==> src/rtl/spi_initiator.sv <==
// ---------------------------------------------------------------------------
// spi_initiator
//   Mode-0, MSB-first SPI initiator. A one-cycle start launches a full-duplex
//   transfer of WIDTH bits. Completion is reported with a one-cycle done pulse
//   and the received word on rx_data_o.
//
// Parameters
//   WIDTH   : transfer length in bits (>= 2)
//   CLK_DIV : serial clock half-period in clk_i cycles (>= 1)
//
// Ports
//   clk_i       : system clock, rising edge
//   n_reset_i   : asynchronous active-low reset
//   start_i     : transfer request, sampled only while idle
//   tx_data_i   : word to send, latched when start_i is accepted
//   rx_data_o   : last received word, updated only at completion
//   busy_o      : high while a transfer is in progress
//   done_o      : one-cycle completion pulse
//   sclk_o      : serial clock, idles low
//   cs_o        : active-low chip select, idles high
//   mosi_o      : serial data out, MSB first, low while cs_o is high
//   miso_i      : serial data in, sampled on sclk_o rising edges
//
// Build option
//   SPI_INITIATOR_LOOPBACK_EN : when defined, miso_i is ignored and mosi_o is
//   fed back internally as the sampled bit; pin timing is unchanged.
// ---------------------------------------------------------------------------
module spi_initiator #(
    parameter int unsigned WIDTH   = 8,
    parameter int unsigned CLK_DIV = 4
) (
    input  logic             clk_i,
    input  logic             n_reset_i,
    input  logic             start_i,
    input  logic [WIDTH-1:0] tx_data_i,
    output logic [WIDTH-1:0] rx_data_o,
    output logic             busy_o,
    output logic             done_o,
    output logic             sclk_o,
    output logic             cs_o,
    output logic             mosi_o,
    input  logic             miso_i
);

    localparam int unsigned PH_W  = (CLK_DIV > 1) ? $clog2(CLK_DIV) : 1;
    // Bit counter must reach WIDTH itself, so it needs WIDTH+1 codes.
    localparam int unsigned BIT_W = $clog2(WIDTH + 1);

    localparam logic [PH_W-1:0]  PH_LAST  = PH_W'(CLK_DIV - 1);
    localparam logic [BIT_W-1:0] BIT_LAST = BIT_W'(WIDTH);

    typedef enum logic [1:0] {
        S_IDLE  = 2'd0,
        S_SETUP = 2'd1,
        S_HIGH  = 2'd2,
        S_LOW   = 2'd3
    } state_e;

    state_e             state_q, state_d;
    logic [WIDTH-1:0]   sr_q, sr_d;
    logic               miso_bit_q, miso_bit_d;
    logic [PH_W-1:0]    phase_q, phase_d;
    logic [BIT_W-1:0]   bit_q, bit_d;
    logic [WIDTH-1:0]   rx_q, rx_d;
    logic               cs_q, cs_d;
    logic               sclk_q, sclk_d;
    logic               mosi_q, mosi_d;
    logic               busy_q, busy_d;
    logic               done_q, done_d;

    logic               phase_last;
    logic               sample_bit;

    // Source of the bit captured on each sclk rising edge.
`ifdef SPI_INITIATOR_LOOPBACK_EN
    logic unused_miso;
    assign unused_miso = miso_i;
    assign sample_bit  = mosi_q;
`else
    assign sample_bit  = miso_i;
`endif

    assign phase_last = (phase_q == PH_LAST);

    // Next-state and output decode.
    always_comb begin
        state_d    = state_q;
        sr_d       = sr_q;
        miso_bit_d = miso_bit_q;
        phase_d    = phase_q;
        bit_d      = bit_q;
        rx_d       = rx_q;
        cs_d       = cs_q;
        sclk_d     = sclk_q;
        busy_d     = busy_q;
        done_d     = 1'b0;

        case (state_q)
            S_IDLE: begin
                if (start_i) begin
                    sr_d    = tx_data_i;
                    phase_d = '0;
                    bit_d   = '0;
                    cs_d    = 1'b0;
                    busy_d  = 1'b1;
                    state_d = S_SETUP;
                end
            end

            S_SETUP: begin
                if (phase_last) begin
                    phase_d    = '0;
                    sclk_d     = 1'b1;
                    miso_bit_d = sample_bit;
                    state_d    = S_HIGH;
                end else begin
                    phase_d = phase_q + PH_W'(1);
                end
            end

            S_HIGH: begin
                // Falling sclk edge: shift in the sampled bit, expose next MSB.
                if (phase_last) begin
                    phase_d = '0;
                    sclk_d  = 1'b0;
                    sr_d    = {sr_q[WIDTH-2:0], miso_bit_q};
                    bit_d   = bit_q + BIT_W'(1);
                    state_d = S_LOW;
                end else begin
                    phase_d = phase_q + PH_W'(1);
                end
            end

            S_LOW: begin
                // The last LOW phase doubles as chip-select hold time.
                if (phase_last) begin
                    phase_d = '0;
                    if (bit_q == BIT_LAST) begin
                        cs_d    = 1'b1;
                        busy_d  = 1'b0;
                        done_d  = 1'b1;
                        rx_d    = sr_q;
                        state_d = S_IDLE;
                    end else begin
                        sclk_d     = 1'b1;
                        miso_bit_d = sample_bit;
                        state_d    = S_HIGH;
                    end
                end else begin
                    phase_d = phase_q + PH_W'(1);
                end
            end

            default: begin
                state_d = S_IDLE;
            end
        endcase

        // mosi is registered from next-state so it moves together with cs/sclk.
        mosi_d = cs_d ? 1'b0 : sr_d[WIDTH-1];
    end

    // State and output registers.
    always_ff @(posedge clk_i or negedge n_reset_i) begin
        if (!n_reset_i) begin
            state_q    <= S_IDLE;
            sr_q       <= '0;
            miso_bit_q <= 1'b0;
            phase_q    <= '0;
            bit_q      <= '0;
            rx_q       <= '0;
            cs_q       <= 1'b1;
            sclk_q     <= 1'b0;
            mosi_q     <= 1'b0;
            busy_q     <= 1'b0;
            done_q     <= 1'b0;
        end else begin
            state_q    <= state_d;
            sr_q       <= sr_d;
            miso_bit_q <= miso_bit_d;
            phase_q    <= phase_d;
            bit_q      <= bit_d;
            rx_q       <= rx_d;
            cs_q       <= cs_d;
            sclk_q     <= sclk_d;
            mosi_q     <= mosi_d;
            busy_q     <= busy_d;
            done_q     <= done_d;
        end
    end

    assign rx_data_o = rx_q;
    assign busy_o    = busy_q;
    assign done_o    = done_q;
    assign sclk_o    = sclk_q;
    assign cs_o      = cs_q;
    assign mosi_o    = mosi_q;

endmodule
==> config.mk <==
export PLATFORM = sky130hd
export DESIGN_NAME = spi_initiator
export DESIGN_NICKNAME = d
export VERILOG_FILES = /design/src/rtl/spi_initiator.sv
export SDC_FILE = /design/constraint.sdc
export NUM_CORES = 1
export LEC_CHECK = 0
export ABC_CLOCK_PERIOD_IN_PS = 2600
export BUFFER_PORTS_ARGS = -buffer_cell sky130_fd_sc_hd__buf_4
export CAP_MARGIN = 20
export CORE_ASPECT_RATIO = 1.4
export CORE_UTILIZATION = 50
export CTS_BUF_LIST = sky130_fd_sc_hd__clkbuf_16
export DETAILED_ROUTE_END_ITERATION = 6
export GPL_TIMING_DRIVEN = 0
export PLACE_DENSITY = 0.72
export SLEW_MARGIN = 20
export SYNTH_ARGS = -nofsm -noshare
export SYNTH_HDL_FRONTEND = slang
export SYNTH_SLANG_ARGS = --single-unit
==> constraint.sdc <==
create_clock -name clk_i -period 2.6 [get_ports clk_i]
set_input_delay 0.52 -clock clk_i [delete_from_list [all_inputs] [get_ports clk_i]]
set_output_delay 0.52 -clock clk_i [all_outputs]
set_load 0.05 [all_outputs]
# After elaboration in Yosys (flattened, before gate mapping)
# Cells that the tools add are included.
[op_classes] div=0 bitwise=0 eq_ne=11 n_mux=36 n_reduce_logical=12 n_shift=0 add_sub_neg=2 n_lt_le_gt_ge=0 multipliers=0
[op_table] cell="1-bit 2-to-1 mux" count=17
[op_table] cell="8-bit 2-to-1 mux" count=2
[op_table] cell="8-bit one-hot mux with 2 select lines" count=1
[op_table] cell="2-bit 2-to-1 mux" count=7
[op_table] cell="2-bit inequality test (second input constant)" count=6
[op_table] cell="4-bit AND reduction" count=3
[op_table] cell="4-bit 2-to-1 mux" count=2
[op_table] cell="2-bit one-hot mux with 4 select lines" count=1
[op_table] cell="4-bit one-hot mux with 2 select lines" count=1
[op_table] cell="2-bit equality test (second input constant)" count=3
[op_table] cell="1-bit one-hot mux with 2 select lines" count=3
[op_table] cell="3-bit AND reduction" count=2
[op_table] cell="2-bit nonzero test" count=3
[op_table] cell="5-bit AND reduction" count=1
[op_table] cell="4-bit by 1-bit adder with 4-bit output (second input constant)" count=1
[op_table] cell="4-bit equality test (second input constant)" count=1
[op_table] cell="2-bit one-hot mux with 2 select lines" count=1
[op_table] cell="1-bit one-hot mux with 3 select lines" count=1
[op_table] cell="3-bit nonzero test" count=1
[op_table] cell="3-bit OR reduction" count=1
[op_table] cell="2-bit by 1-bit adder with 2-bit output (second input constant)" count=1
[op_table] cell="2-bit by 1-bit equality test with 1-bit output (second input constant)" count=1
[op_table] cell="2-bit zero test" count=1
[word_totals] mem_bits_ro=0 latch_bits=0 mem_bits_rw=0 word_cells=73 mem_count=0 reg_bits=30 inputBits=12

# Depth between registers and ports, before layout
# Gate-level depths: netlist of run 1.
[logic_depth] depth_word=5 ltp_mapped=7

# Least setup slack after synthesis of run 1
# Ideal clock, no wire load.
[synth_path] path_type="register -> register" from="register state_q[0]" to="register sr_q[1]" setup_time_ps=128 slack_ps=904 arrival_time_ps=1569 path_stages_with_launch=8 synth_period_minus_slack_ps=1696 required_time_ps=2472 cell_sequence="dfrtp_1 inv_1 ha_1 buf_6 and2_1 clkbuf_1 a22o_1 mux2_1"
[synth_between] elab_chain_cells=3 word_cells_on_any_way=7 cone_classes="eq/ne (3); mux (1); reduce/logical (3)"
[synth_rtl] element="from (decl)" line_no="59" source="state_e state_q, state_d;"
[synth_rtl] element="from (signal assigned)" line_no="178" source="state_q <= state_d;"
[synth_rtl] element="2-bit equality test or 2-bit zero test (tied branches)" line_no="98" source="case (state_q)"
[synth_rtl] element="2-bit inequality test (no line) or 2-bit nonzero test (tied branches)"
[synth_rtl] element="3-bit AND reduction (no line)"
[synth_rtl] element="to (signal assigned)" line_no="179" source="sr_q <= sr_d;"
[synth_rtl] element="to (decl)" line_no="60" source="logic [WIDTH-1:0] sr_q, sr_d;"
# Several ways; a longest one is shown, not always the timed one.
# A chain may end at the register's enable or synchronous reset.

# Worst setup path after layout of run 1
[layout_path] from="register state_q[0]" to="register sr_q[6]"
# Same word-level chain as after synthesis.

==> out/summary.json, run 1 <==
{
  "status": {
    "run_status": "finished clean"
  },
  "placed_design": {
    "dp_hpwl_mm": 1.99,
    "io_buffers": 24,
    "placement.setup.worst_slack_ns": 0.659,
    "finalWeightedCongestion": 0.768
  },
  "flow_run": {
    "timing.max_cap.violations": 0
  },
  "floorplanning": {
    "top_level_ports": 25,
    "dieHeight_um": 66.4,
    "design.die.area_um2": 3180,
    "die_x_um": 48.0,
    "design.core.area_um2": 2850,
    "initial_core_util": 0.519,
    "std_cell_rows": 23
  },
  "synthesis": {
    "synth_flop_cell": "dfrtp_1",
    "synth.yosys.seq_area_share": 0.508,
    "synth.mux.area_fraction": 0.145,
    "synth-seq-cells": 30,
    "synth-compound-area-share": 0.144,
    "synth-simple-area-share": 0.103,
    "mappedNetlistArea_um2": 1480,
    "ys_warn_count": 0,
    "post_synth_fa_ha_maj_area_fraction": 0.0592,
    "xor_and_xnor_area_share_after_synthesis": 0,
    "synthesis.nets": 141,
    "synth.lib_cells_used.distinct": 41,
    "synthesized_area_divided_by_synthesized_cell_count_um2": 12.1,
    "syn-instance-count": 122,
    "dominant_combinational_cell_family_by_area_after_synthesis": "multiplexers",
    "synth-async-reset-ratio": 1.00,
    "synth_enable_flop_cells": 0
  },
  "timing": {
    "min_period_ns": 1.95,
    "achievable-frequency_ghz": 0.513,
    "timing_hold_violations_final": 0,
    "rsz0062_at_grt": "false",
    "finalWorstSetupSlack_ns": 0.650,
    "timing_worst_slew_pin_value_ns": 0.499,
    "finalSetupTns_ns": 0,
    "finalSetupViolCount": 0,
    "max_slew_margin": 0.666,
    "timing_max_transition_violations_final": 0,
    "min_period_over_period": 0.750,
    "skew_ns": 0.00274,
    "final.hold.worst_slack_ns": 0.168
  },
  "global_route": {
    "grt_pass1_vias": 1059,
    "track_usage": 0.219,
    "overflow": 0,
    "grt_max_degree": 31,
    "number_of_antenna_violations_at_the_first_check_in_global_routing": 0,
    "grt_pass1_wl_mm": 4.87
  },
  "clock_network": {
    "numCtsBuffers": 5,
    "master_cell_of_the_clock_root_buffer": "clkbuf_16",
    "clock_path_buffers": 2,
    "worst_skew_pair.late_latency_ns": 0.27,
    "post_cts_resize_count": 0,
    "cts.htree.levels": 2,
    "cts_tree": "yes",
    "ctsHoldBuffers": 0,
    "post_cts.repair.setup_buffers": 0,
    "cts.sinks": 30,
    "clk_pin_slew_ns": 0.05
  },
  "worst_setup_path": {
    "worst_path_largest_cell_delay_ns": 0.41,
    "timing.critical_path.required_ns": 2.75,
    "crit_arrival_ns": 2.10,
    "startpoint_type": "register",
    "worstPathCellList": "inv_1, ha_1, nor2b_1, clkbuf_1, nor2_4, mux2_1",
    "end_kind": "register",
    "crit_fanout": 8,
    "critical_path_class": "reg -> reg",
    "crit_slowest_cell": "dfrtp_1"
  },
  "power": {
    "leakage_power_figure_nw": 0.931,
    "post-layout-total-power_mw": 1.03,
    "power.density_nw_per_um2": 560,
    "vdd.ir_drop.worst_mv": 0.472
  },
  "layout": {
    "mostFrequentLayoutCells": "dfrtp_1 (29), buf_4 (25), mux2_2 (11), a22o_1 (10), inv_1 (9)",
    "drive_gt1_frac": 0.312,
    "nNetsFinal": 172,
    "most_common_library_cell_in_the_layout_ignoring_fill_and_taps": "dfrtp_1",
    "layout.core_utilization": 0.647,
    "area_delta_synth_final_pct": 24.6,
    "insertedDiodeCount": 0,
    "num-fill-cells": 227
  },
  "routing": {
    "wl_met1_mm": 1.17,
    "top_routing_layer_used": "met4",
    "met3_wire_length_um": 109,
    "wl_met2_mm": 1.49,
    "drt_drc_violations_left": 0,
    "detailedRoute.firstPassIterationCount": 4,
    "drt-total-wl_mm": 2.81,
    "viasPerCell": 5.41,
    "initialDrtViolationCount": 18,
    "post_detailed_route_count_of_antenna_violating_nets": 0,
    "routed-via-count": 1033,
    "wl_per_cell_um": 14.7
  },
  "hold_path": {
    "worstHoldPathType": "in -> async"
  }
}
[report_power, final]
| part | internal [mW] | leakage [nW] | switching, mW |
|---|---|---|---|
| clock | 0.344 | 0.0724 | 0.183 |
| sequential | 0.474 | 0.374 | 0.00434 |
| combinational | 0.0141 | 0.484 | 0.0129 |
| total | 0.832 | 0.931 | 0.201 |
[kinds of logic (layout without fill, tap and decap cells)]
kind of cell / Yosys count / after routing
adders and majority gates: 7 / 7
and+or+nand+nor: 25 / 25
buffers and inverters: 13 / 45
DFF: 30 / 30
muxes: 19 / 19
AOI/OAI and AO/OA: 28 / 28
[flip-flops by register name, indices dropped and copies added (netlist names)]
signal      flops
bit_q           4
cs_o            1
phase_q         2
mosi_o          1
busy_o          1
rx_data_o       8
done_o          1
miso_bit_q      1
sr_q            8
state_q         2
sclk_o          1
[worst paths after layout]
check                           depth (start not counted)  slack [ns]         end       start
worst max register to register                          6        0.65     sr_q[6]  state_q[0]
max in group asynchronous                               1        2.12        cs_o   n_reset_i
min in group clk_i                                      2        0.49  miso_bit_q      miso_i
worst min register to register                          1        0.49  phase_q[0]  phase_q[0]
worst max-delay path                                    6        0.65     sr_q[6]  state_q[0]
worst min-delay path                                    1        0.17      mosi_o   n_reset_i
[synthesized netlist by cell type (2+ instances only)]
master	n	area, µm²
nor2b_1	2	12.5
a22o_1	10	87.6
ha_1	7	87.6
and2_1	2	12.5
mux2_1	5	56.3
mux2_2	11	124
nand3b_1	2	15.0
o21ai_0	5	25.0
nand2_1	5	18.8
inv_1	8	30.0
mux2i_1	2	20.0
nand2b_1	4	25.0
dfrtp_1	29	726
o31ai_1	2	15.0
clkbuf_1	2	7.51
[critical path, delay by kind of cell, from the launching register on]
kind          cells  cell delay [ns]
buf+inv           2             0.45
mux               1             0.33
flops             1             0.41
fa+ha+maj         1             0.33
simple gates      2             0.30
[metrics by stage]
step	cell area [µm²]	cells
floorplan	1480	122
global route	1840	191
global placement	1710	183
finish	1840	191
CTS	1840	191
detailed placement	1710	183
[area by class of cell]
type / count / area [µm²] / share of cell area
clock inverters: 3 / 12.5 / 0.00679
flip-flops and latches: 30 / 752 / 0.408
multi-input cells: 79 / 667 / 0.362
repair buffers: 24 / 180 / 0.0978
well taps: 37 / 46.3 / 0.0251
inverters: 8 / 30.0 / 0.0163
clock buffers: 5 / 125 / 0.0679
plain buffers: 5 / 30.0 / 0.0163
[metal layers]
layer  global-route usage  vias to the layer above
met3               0.0656                        6
met2                0.351                       21
met4               0.0868                        0
li1                     -                      498
met5                    0                        -
met1                0.264                      508
Power figures use the tool's default switching activity.
==> run 2, diff against run 1 <==
ABC_CLOCK_PERIOD_IN_PS = 1820   (was 2600)
clock period = 1.82 ns   (was 2.6 ns; I/O delays follow)
==> run 2 against run 1 <==
  * Wire length up 2.6%
  * Largest power group unchanged
  * Design area up 1.4%
  * Sequential power increased by 43%
  * Critical endpoint is now sr_q[0]
  * Worst hold slack worse by 0.15 ns
  * Largest cell class unchanged
==> out/summary.json, run 2 (synthesized netlist as in run 1, its figures left out) <==
{
  "timing": {
    "min_period_ns": 1.78,
    "rsz0062_at_grt": "true",
    "min_period_over_period": 0.975,
    "finalWorstSetupSlack_ns": 0.0449,
    "finalSetupViolCount": 0,
    "timing_worst_slew_pin_value_ns": 0.381,
    "skew_ns": 0.00280,
    "finalSetupTns_ns": 0,
    "timing_hold_violations_final": 0,
    "max_slew_margin": 0.746,
    "timing_max_transition_violations_final": 0,
    "achievable-frequency_ghz": 0.563
  },
  "global_route": {
    "number_of_antenna_violations_at_the_first_check_in_global_routing": 0,
    "grt_max_degree": 31,
    "grt_pass1_vias": 1056,
    "track_usage": 0.218,
    "overflow": 0,
    "grt_pass1_wl_mm": 4.86
  },
  "worst_setup_path": {
    "timing.critical_path.required_ns": 1.97,
    "regToRegSetupSlack_ns": 0.04,
    "end_kind": "register",
    "startpoint_type": "register",
    "worstPathCellList": "inv_2, ha_1, buf_6, mux2i_4, nor2_4, mux2_2",
    "crit_fanout": 9,
    "worst_setup_path_endpoint": "sr_q[0]",
    "crit_arrival_ns": 1.93,
    "worstSetupStartpoint": "state_q[0]",
    "critical_path.reg2reg.endpoint": "sr_q[0]",
    "crit_slowest_cell": "dfrtp_1",
    "r2r_cells": 6,
    "critical_path_class": "reg -> reg",
    "crit_cells": 6,
    "worst_path_largest_cell_delay_ns": 0.41,
    "regToRegStartpoint": "state_q[0]",
    "path_buf_inv": 2,
    "cpLargestDelayFamily": "multiplexers"
  },
  "layout": {
    "nNetsFinal": 170,
    "insertedDiodeCount": 0,
    "area_delta_synth_final_pct": 26.3,
    "num-fill-cells": 219,
    "mostFrequentLayoutCells": "dfrtp_1 (28), buf_4 (25), mux2_2 (11), a22o_1 (10), inv_1 (7)",
    "layout.core_utilization": 0.656,
    "most_common_library_cell_in_the_layout_ignoring_fill_and_taps": "dfrtp_1",
    "drive_gt1_frac": 0.362,
    "finalNonFillerCells": 189
  },
  "power": {
    "leakage_power_figure_nw": 0.947,
    "post-layout-total-power_mw": 1.48,
    "vdd.ir_drop.worst_mv": 0.680,
    "power.density_nw_per_um2": 791
  },
  "clock_network": {
    "master_cell_of_the_clock_root_buffer": "clkbuf_16",
    "clk_pin_slew_ns": 0.05,
    "numCtsBuffers": 5,
    "cts.sinks": 30,
    "clock_path_buffers": 2,
    "cts.htree.levels": 2,
    "post_cts.repair.setup_buffers": 0,
    "cts_tree": "yes",
    "worst_skew_pair.late_latency_ns": 0.27
  },
  "routing": {
    "drt-total-wl_mm": 2.88,
    "routed-via-count": 1028,
    "viasPerCell": 5.44,
    "post_detailed_route_count_of_antenna_violating_nets": 0,
    "detailedRoute.firstPassIterationCount": 4,
    "wl_per_cell_um": 15.2,
    "initialDrtViolationCount": 23,
    "drt_drc_violations_left": 0
  },
  "placed_design": {
    "placement.setup.worst_slack_ns": -0.121,
    "placedCellCount": 183,
    "finalWeightedCongestion": 0.768,
    "dp_hpwl_mm": 1.99,
    "io_buffers": 24
  },
  "floorplanning": {
    "std_cell_rows": 23,
    "design.core.area_um2": 2850,
    "initial_core_util": 0.519,
    "design.die.area_um2": 3180,
    "die_x_um": 48.0,
    "dieHeight_um": 66.4,
    "top_level_ports": 25
  },
  "flow_run": {
    "timing.max_cap.violations": 0
  },
  "status": {
    "run_status": "finished clean"
  },
  "hold_path": {
    "worstHoldPathType": "in -> async"
  }
}
==> run 2: repair_timing <==
item,in CTS,in global routing
gates cloned,0,0
endpoints found under the setup margin,9,13
hold endpoints to repair,0,0
hold buffers,0,0
resized for setup,3,7
pin swaps,0,3
==> run 2: per-stage QoR <==
step	hold WS (ns)	instance area (µm²)
after floorplan	0.0684	1480
after global placement	0.311	1710
after detailed placement	0.313	1710
after CTS	0.0310	1850
after global routing	0.0429	1870
final	0.0145	1870
==> run 2: worst reg2reg max path: cells and delay by family, from the launching register on <==
kind	cells	cell delay [ns]
muxes	2	0.59
DFF	1	0.41
buffers and inverters	2	0.23
and+or+nand+nor	1	0.23
adders and majority gates	1	0.21
==> run 2: where the power goes <==
| part | total, mW | switching [mW] | internal (mW) |
|---|---|---|---|
| combinational | 0.0397 | 0.0195 | 0.0203 |
| clock | 0.755 | 0.263 | 0.492 |
| sequential | 0.683 | 0.00613 | 0.677 |
| total | 1.48 | 0.288 | 1.19 |
==> run 2: per-layer routing <==
| metal | GRT usage | up-vias | share of wire |
|---|---|---|---|
| met5 | 0 | - | 0 |
| met4 | 0.0868 | 0 | 0.013 |
| met3 | 0.0656 | 6 | 0.043 |
| met2 | 0.346 | 25 | 0.53 |
| met1 | 0.266 | 504 | 0.41 |
| li1 | - | 493 | - |
==> run 2: final cells by class <==
| type | instances | area, µm² | share of cell area |
|---|---|---|---|
| sequential | 30 | 753 | 0.403 |
| clock buffer | 5 | 125 | 0.0670 |
| tap | 37 | 46.3 | 0.0248 |
| inverter | 8 | 30.0 | 0.0161 |
| clock inverter | 3 | 12.5 | 0.00670 |
| buffer | 3 | 23.8 | 0.0127 |
| timing repair buffer | 24 | 180 | 0.0965 |
| multi-input combinational | 79 | 697 | 0.373 |
==> run 2: worst min-delay path by stage <==
stage / startpoint / endpoint / slack [ns] / cells past startpoint
after global placement: n_reset_i / bit_q[2] / 0.31 / 1
final: n_reset_i / mosi_o / 0.01 / 1
after detailed placement: n_reset_i / mosi_o / 0.31 / 1
after floorplan: n_reset_i / bit_q[0] / 0.07 / 0
after CTS: n_reset_i / state_q[1] / 0.03 / 1
after global routing: n_reset_i / sr_q[6] / 0.04 / 1
